===== config.mk =====
export PLATFORM = sky130hd
export DESIGN_NAME = fft_sdf_stage_ctrl
export DESIGN_NICKNAME = d
export VERILOG_FILES = /design/src/rtl/fft_pkg.sv /design/src/rtl/fft_sdf_stage_ctrl.sv
export SDC_FILE = /design/constraint.sdc
export NUM_CORES = 1
export LEC_CHECK = 0
export BUFFER_PORTS_ARGS = -buffer_cell sky130_fd_sc_hd__buf_4
export CORE_MARGIN = 2
export CORE_UTILIZATION = 49
export DETAILED_ROUTE_END_ITERATION = 6
export HOLD_SLACK_MARGIN = 0.06
export PLACE_DENSITY_LB_ADDON = 0.1
export SYNTH_ARGS = -nofsm -noshare
export SYNTH_HDL_FRONTEND = slang
export SYNTH_SLANG_ARGS = --single-unit

===== constraint.sdc =====
create_clock -name clk -period 1.6 [get_ports clk]
set_input_delay 0.08 -clock clk [delete_from_list [all_inputs] [get_ports clk]]
set_output_delay 0.08 -clock clk [all_outputs]
set_load 0.03 [all_outputs]

===== src/rtl/fft_pkg.sv =====
// Shared definitions for the SDF FFT pipeline stage controllers.
package fft_pkg;

  localparam int unsigned FFT_N_LOG2 = 10;

  // Stage mode presented to the butterfly/delay-line datapath
  typedef enum logic [1:0] {
    ST_IDLE = 2'd0,
    ST_FILL = 2'd1,
    ST_BFLY = 2'd2
  } stage_state_e;

  // Delay-line length of a stage: D = N >> stage
  function automatic int unsigned stage_delay(input int unsigned stage,
                                              input int unsigned n_log2 = FFT_N_LOG2);
    return 32'd1 << (n_log2 - stage);
  endfunction

  // Twiddle index increment per sample of a stage
  function automatic int unsigned tw_step(input int unsigned stage);
    return 32'd1 << (stage - 1);
  endfunction

endpackage


===== src/rtl/fft_sdf_stage_ctrl.sv =====
// Sequencer for one radix-2 SDF stage: frame position, stage mode, twiddle addressing.
module fft_sdf_stage_ctrl
  import fft_pkg::*;
#(
  parameter int unsigned N_LOG2 = FFT_N_LOG2,
  parameter int unsigned STAGE  = 2
) (
  input  logic              clk,
  input  logic              rst_n,
  input  logic              in_valid,
  input  logic              flush,
  input  logic              clr,
  output logic [1:0]        state,
  output logic [N_LOG2-2:0] tw_addr,
  output logic              tw_en,
  output logic              out_valid,
  output logic              frame_done
);

  localparam int unsigned D = stage_delay(STAGE, N_LOG2);

  localparam logic [N_LOG2-1:0] PosMask = N_LOG2'(2 * D - 1);
  localparam logic [N_LOG2-1:0] DMask   = N_LOG2'(D - 1);
  localparam logic [N_LOG2-1:0] DVal    = N_LOG2'(D);
  localparam logic [N_LOG2-1:0] CntMax  = N_LOG2'((1 << N_LOG2) - 1);
  localparam logic [N_LOG2-1:0] TwStep  = N_LOG2'(tw_step(STAGE));

  logic [N_LOG2-1:0] cnt_q, cnt_d;
  logic              primed_q, primed_d;
  logic              frame_done_q, frame_done_d;

  logic              adv;
  logic [N_LOG2-1:0] pos;
  logic [N_LOG2-1:0] pos_mod_d;
  logic [N_LOG2-1:0] tw_full;
  logic              lower;
  stage_state_e      st;

  assign adv       = (in_valid | flush) & ~clr;
  assign pos       = cnt_q & PosMask;
  assign pos_mod_d = cnt_q & DMask;
  assign lower     = (pos < DVal);
  // Power-of-two constant multiply; reduces to a shift
  assign tw_full   = pos_mod_d * TwStep;

  // Next-state: advance on accepted/flushed sample, clr restarts, otherwise stall
  always_comb begin
    cnt_d        = cnt_q;
    primed_d     = primed_q;
    frame_done_d = 1'b0;
    if (clr) begin
      cnt_d    = '0;
      primed_d = 1'b0;
    end else if (adv) begin
      // Natural wrap from N-1 to 0
      cnt_d        = cnt_q + 1'b1;
      frame_done_d = (cnt_q == CntMax);
      if (!primed_q && (pos == DMask)) begin
        primed_d = 1'b1;
      end
    end
  end

  // State registers with asynchronous active-low reset
  always_ff @(posedge clk or negedge rst_n) begin
    if (!rst_n) begin
      cnt_q        <= '0;
      primed_q     <= 1'b0;
      frame_done_q <= 1'b0;
    end else begin
      cnt_q        <= cnt_d;
      primed_q     <= primed_d;
      frame_done_q <= frame_done_d;
    end
  end

  // Output decode for the sample presented this cycle
  always_comb begin
    st = ST_IDLE;
    if (!clr) begin
      if (!lower) begin
        st = ST_BFLY;
      end else if (primed_q) begin
        st = ST_FILL;
      end
    end
    state     = st;
    tw_addr   = (st == ST_FILL) ? tw_full[N_LOG2-2:0] : '0;
    tw_en     = adv & (st == ST_FILL);
    out_valid = adv & (st != ST_IDLE);
  end

  assign frame_done = frame_done_q;

endmodule


==> summary.md, run 1 <==
| Metric | Value |
|---|---|
| Status | completed |
| Initial core utilization | 53.1% |
| EDFF count, synth | 0 |
| Die ar. | 0.00175 sq mm |
| Final hold vios | 0 |
| Arrival @ worst endpoint | between 1500 and 2000 ps |
| First-pass GRT wire length | roughly 2700 um |
| Sum of negative setup slack | 0 ps |
| Share of post-route cells with drive strength above 1 | 28.7% |
| Setup crit start kind | flop |
| Fraction of registers with async set/reset | 100% |
| Leakage power total | 0.435 nW |
| Vias | 666 |
| Ys Warns | 0 |
| Syn Inst Count | 76 |
| Clk network pwr share | 38.0% |
| Critical path class | flop to flop |
| Drt first pass iters | 4 |
| GR Util All Layers | 20.3% |
| Top FF cell, synth | dfrtp_1 |
| Syn Nets | 83 |
| # Max-Cap Violations | 0 |
| Hold WS | between 150 and 200 ps |
| Maximum vdd drop | 0.000555 V |
| RePlAce Congestion | about 0.73 |
| CTS tree | done |
| Routed Antenna Nets | 0 |
| Number of synthesized register bits | 12 |
| HPWL after DPL | about 1100 um |
| Initial antenna violation count | 0 |
| Setup ws final | 121 ps |
| Reg2Reg Depth | 5 |
| Worst slack, placed | around 150 ps |
| Root buffer cell | clkbuf_4 |
| Cts bufs inserted | 3 |
| H-tree lvl count | 1 |
| Die Width | 41.8 um |
| Filler cell count | 97 |
| DR iter-0 viols | 14 |
| Core area | 0.00132 sq mm |
| N_diodes | 0 |
| Max Clk Rate | 0.676 GHz |
| Count of cell types in the netlist | 31 |
| Num ports | 19 |
| Layout area overhead | 32.7% |
| Die height | 41.8 um |
| Pwr Density | 705 mW/mm^2 |
| Clk_lat worst skew | 280 ps |
| Sequential share of power | between 40 and 50% |
| Critical-path maximum fanout | 5 |
| Drt total wl | 1760 um |
| Worst Path Required | between 1500 and 2000 ps |
| Worst setup EP type | flop |
| Syn_area_per_cell | 9.20 sq um |
| Remaining global-route overflow | 0 |
| Num rows | 13 |
| Switch Pwr | 0.169 mW |
| Largest net degree at the start of global routing | 13 |
| Gate power share | 12.4% |
| Drc violations | 0 |
| Max clock buf depth | 2 |
| Nets@finish | 109 |
| Placed cells | 105 |
| Sequential element share of the synthesized area | between 40% and 50% |
| Finished Layout Cells | about 120 |
| CTS sink count | 12 |
| Number of global-route vias before repair | 603 |
| Minimum clock period | between 1000 and 1500 ps |
| Via density | 5.74 |
| Register Area | about 300 sq um |
| CTS clk-pin slew, worst paths | 80 ps |
| Final Setup Violations | 0 |
| PortBufs | 17 |
| Final period util | 92.4% |
| WL per Instance | around 15 um |
| Synthesized area | 699 sq um |
| Layout Skew | roughly 3.5 ps |
| Switching portion of total power | 25.8% |
| Area of the multi-input gates | 367 sq um |
| Worst min-delay path category | primary input to asynchronous set/reset pin |
| Count of final max-slew check failures | 0 |
| Internal | 0.486 mW |
-- state kept, by name, summed over array words and instances, names as in the netlist --
| signal | flops |
|---|---|
| cnt_q | 10 |
| frame_done | 1 |
| primed_q | 1 |
-- critical path: stages (launching register included) --
cell      delay [ps]
dfrtp_1          430
ha_1             250
inv_1             60
nor3_1           190
ha_1             250
a211oi_1         210
-- layout by cell type, fill, tap and decap left out, drive strengths merged --
cell,instances
nand4,1
nor2,9
mux2,1
a21oi,6
and4,1
a211oi,1
xnor2,1
nand2b,2
nor3,3
and3,1
nand3,3
buf,18
or2,1
or3,1
conb,1
and2,8
dfrtp,12
ha,2
o21ai,2
clkbuf,4
inv,3
o2111ai,2
or4,2
nand2,3
xor2,3
dlygate4sd3,6
o211ai,1
nor2b,1
o31ai,2
-- metal layers --
layer / GRT usage [%] / vias to the layer above / wire (um)
met3: 3.04 / 8 / 79
met1: 25.1 / 320 / 739
met2: 33.4 / 24 / 890
li1: - / 314 / -
met4: 11.6 / 0 / 54
met5: 0 / - / 0
-- kinds of logic (layout without fill, tap and decap cells) --
group | after synthesis | count (layout) | synth area share (%)
and+or+nand+nor | 36 | 36 | 28.8
AOI/OAI and AO/OA | 14 | 14 | 12.5
DFF | 12 | 12 | 42.9
buffers and inverters | 6 | 31 | 5.01
xor gates and xnor gates | 4 | 4 | 5.01
adders and majority gates | 2 | 2 | 3.58
other | 1 | 1 | 0.536
muxes | 1 | 1 | 1.61
-- repair_timing --
action	in CTS	in global routing
buffers inserted	0	1
hold buffers	6	0
endpoints found under the setup margin	0	9
endpoints found under the hold margin	13	0
resized for setup	0	1
-- path summary, 6_finish.rpt --
path                       slack, ps                  from                   end
max                              120  cnt_q[1]$_DFFE_PN0P_  cnt_q[8]$_DFFE_PN0P_
min                              170                 rst_n  cnt_q[7]$_DFFE_PN0P_
max reg2reg                      120  cnt_q[1]$_DFFE_PN0P_  cnt_q[8]$_DFFE_PN0P_
min reg2reg                      540  primed_q$_DFFE_PN0P_  primed_q$_DFFE_PN0P_
max in group asynchronous       1270                 rst_n  cnt_q[0]$_DFFE_PN0P_
min in group clk                 170              in_valid  cnt_q[1]$_DFFE_PN0P_
-- area by class of cell --
cell class              count  share of cell area [%]
multi-input cells          58                    39.5
inverters                   3                    1.21
clock buffers               4                    3.91
repair buffers             24                    21.0
flip-flops and latches     12                    32.3
well taps                  15                    2.02
-- power groups by stage --
stage               Clock [mW]  Combinational (mW)  Sequential [mW]
floorplan                    0              0.0395            0.327
global placement             0              0.0615            0.329
detailed placement           0              0.0622            0.330
CTS                      0.253              0.0746            0.324
global route             0.268              0.0889            0.325
finish                   0.249              0.0813            0.324
-- synthesized netlist by cell type, drive strengths merged, types with 3 or more instances --
cell type	count	area (sq um)
dfrtp	12	300
nand2	3	11.3
nand3	3	20.0
inv	3	11.3
nor2	9	33.8
xor2	3	26.3
a21oi	6	30.0
nor3	3	15.0
and2	8	51.3
-- per-stage QoR --
| stage | cell area (sq um) | power [mW] | util (%) |
|---|---|---|---|
| after floorplan | 699 | 0.367 | - |
| after global placement | 822 | 0.391 | 62.4 |
| after detailed placement | 822 | 0.392 | 62.4 |
| after CTS | 918 | 0.651 | 69.7 |
| after global routing | 928 | 0.682 | 70.5 |
| final | 928 | 0.655 | 70.5 |
Power figures use the tool's default switching activity.
==> run 2: changes to the inputs <==
--- a/config.mk
+++ b/config.mk
@@ -7,10 +7,11 @@
 export LEC_CHECK = 0
 export BUFFER_PORTS_ARGS = -buffer_cell sky130_fd_sc_hd__buf_4
 export CORE_MARGIN = 2
-export CORE_UTILIZATION = 49
+export CORE_UTILIZATION = 46
 export DETAILED_ROUTE_END_ITERATION = 6
 export HOLD_SLACK_MARGIN = 0.06
 export PLACE_DENSITY_LB_ADDON = 0.1
+export REMOVE_ABC_BUFFERS = 1
 export SYNTH_ARGS = -nofsm -noshare
 export SYNTH_HDL_FRONTEND = slang
 export SYNTH_SLANG_ARGS = --single-unit
==> run 2 against run 1 <==
Routed wire length fell by 11%. Total power shrank 9.5%. Global-route usage shrank 0.95 points. Hold slack worse by 10 ps. Critical path depth rose by 2. Sequential cell count unchanged. Core utilization is 7.5 points lower. Highest routed layer unchanged.
==> summary.md, run 2 (synthesized netlist as in run 1, its figures left out) <==
| Metric | Value |
|---|---|
| Vias | 621 |
| CTS tree | done |
| Busiest grt layer | met2 |
| # Post-CTS Setup Buffers | 0 |
| RePlAce Congestion | 0.724 |
| CTS sink count | 12 |
| Leakage power total | 0.437 nW |
| Layout Skew | 0.966 ps |
| Critical path class | primary input to output port |
| Worst min-delay path category | primary input to flop |
| Layout area overhead | 32.6% |
| # Max-Cap Violations | 0 |
| Die ar. | 0.00185 sq mm |
| H-tree lvl count | 1 |
| PortBufs | 17 |
| Pwr Density | between 600 and 700 mW/mm^2 |
| Largest net degree at the start of global routing | 13 |
| Initial core utilization | 47.5% |
| Most flop-heavy register | cnt_q |
| Die height | 43.0 um |
| Final hold vios | 0 |
| DR iter-0 viols | 8 |
| Drc violations | 0 |
| Final Instance Area | around 900 sq um |
| Max clock buf depth | 2 |
| GR Util All Layers | 19.4% |
| Switching portion of total power | between 20% and 30% |
| Status | completed |
| HPWL after DPL | 1030 um |
| CTS clk-pin slew, worst paths | 80 ps |
| Commonest non-fill, non-tap cell in the layout | buf_4 |
| Clk_lat worst skew | 280 ps |
| Final period util | 96.1% |
| Post-DP Area | roughly 840 sq um |
| Initial antenna violation count | 0 |
| Max Clk Rate | 0.650 GHz |
| Worst setup EP type | output port |
| N_diodes | 0 |
| Gate power share | approximately an eighth |
| Largest register FFs | 10 |
| Root buffer cell | clkbuf_4 |
| Final core occ | approximately 63% |
| Count of final max-slew check failures | 0 |
| Met2 Resource Use GR | 28.5% |
| Clk network pwr share | 33.1% |
| Num rows | 14 |
| Arrival @ worst endpoint | 1460 ps |
| Maximum vdd drop | 0.000417 V |
| Internal | 0.431 mW |
| Die Width | 43.0 um |
| Minimum clock period | 1540 ps |
| Highest-count cells in the layout ignoring fill and taps | buf_4, dfrtp_1, nor2_1, and2_1, a21oi_1 |
| Setup ws final | 62.3 ps |
| Sum of negative setup slack | 0 ps |
| Share of post-route cells with drive strength above 1 | 31.0% |
| Filler cell count | 135 |
| Setup crit start kind | primary input |
| Nets@finish | about 110 |
| Hold WS | between 150 and 200 ps |
| Cts bufs inserted | 3 |
| Final Setup Violations | 0 |
| Sequential share of power | between 50 and 60% |
| Drt total wl | approximately 1600 um |
| Worst Path Required | 1520 ps |
| Critical-path maximum fanout | 10 |
| Worst slack, placed | 154 ps |
| Total power | 0.593 mW |
| Switch Pwr | 0.162 mW |
| Finished Layout Cells | 116 |
| Placed cells | 108 |
| Drt first pass iters | 4 |
| Num ports | 19 |
| Remaining global-route overflow | 0 |
| WL per Instance | 13.6 um |
| First-pass GRT wire length | 2610 um |
| Routed Antenna Nets | 0 |
| Core area | 0.00147 sq mm |
| Met3 Use GR | roughly 3.0% |
| Met1 Usage GRT | 25.3% |
| Number of global-route vias before repair | 601 |
| Via density | 5.35 |
run 2: changes by cell type in the layout (fill, tap and decap cells not counted), sizes merged:
cell	before	now
buf	18	20
clkbuf	4	3
dlygate4sd3	6	4
run 2: worst paths after layout:
path	slack, ps	endpoint	startpoint	cells past startpoint
setup / recovery	60	tw_addr[1]	clr	7
min in group asynchronous	180	cnt_q[5]$_DFFE_PN0P_	rst_n	2
max in group asynchronous	1260	cnt_q[4]$_DFFE_PN0P_	rst_n	2
setup reg to reg	140	cnt_q[6]$_DFFE_PN0P_	cnt_q[0]$_DFFE_PN0P_	4
hold / removal	160	cnt_q[1]$_DFFE_PN0P_	in_valid	4
hold reg to reg	550	cnt_q[9]$_DFFE_PN0P_	cnt_q[9]$_DFFE_PN0P_	2
run 2: critical path, stage by stage:
cell	delay (ps)
dlygate4sd3_1	530
buf_4	170
nand2b_4	160
nor2_4	100
buf_4	140
and2_1	120
buf_4	150
run 2: repair_timing:
action,4_1_cts,5_1_grt
setup endpoints to repair,0,8
resized for setup,0,6
hold endpoints to repair,13,0
hold buffers,4,0
run 2: routing by layer:
layer / vias up / part of all wire [%]
li1: 313 / -
met2: 16 / 44
met3: 7 / 3.0
met5: - / 0
met1: 285 / 49
met4: 0 / 4.0
run 2: final cells by class:
type                            count  area (sq um)  share of cell area [%]
Clock buffer                        3          22.5                    2.43
Inverter                            3          11.3                    1.21
Timing Repair Buffer               24           194                    20.9
Tap cell                           16          20.0                    2.16
Sequential cell                    12           300                    32.4
Multi-Input combinational cell     58           379                    40.9
run 2: power by group through the flow:
stage	Clock, mW	Sequential [mW]	Combinational [mW]
after floorplan	0	0.327	0.0326
after global placement	0	0.328	0.0656
after detailed placement	0	0.328	0.0642
after CTS	0.200	0.322	0.0728
after global routing	0.208	0.325	0.0820
final	0.196	0.323	0.0739
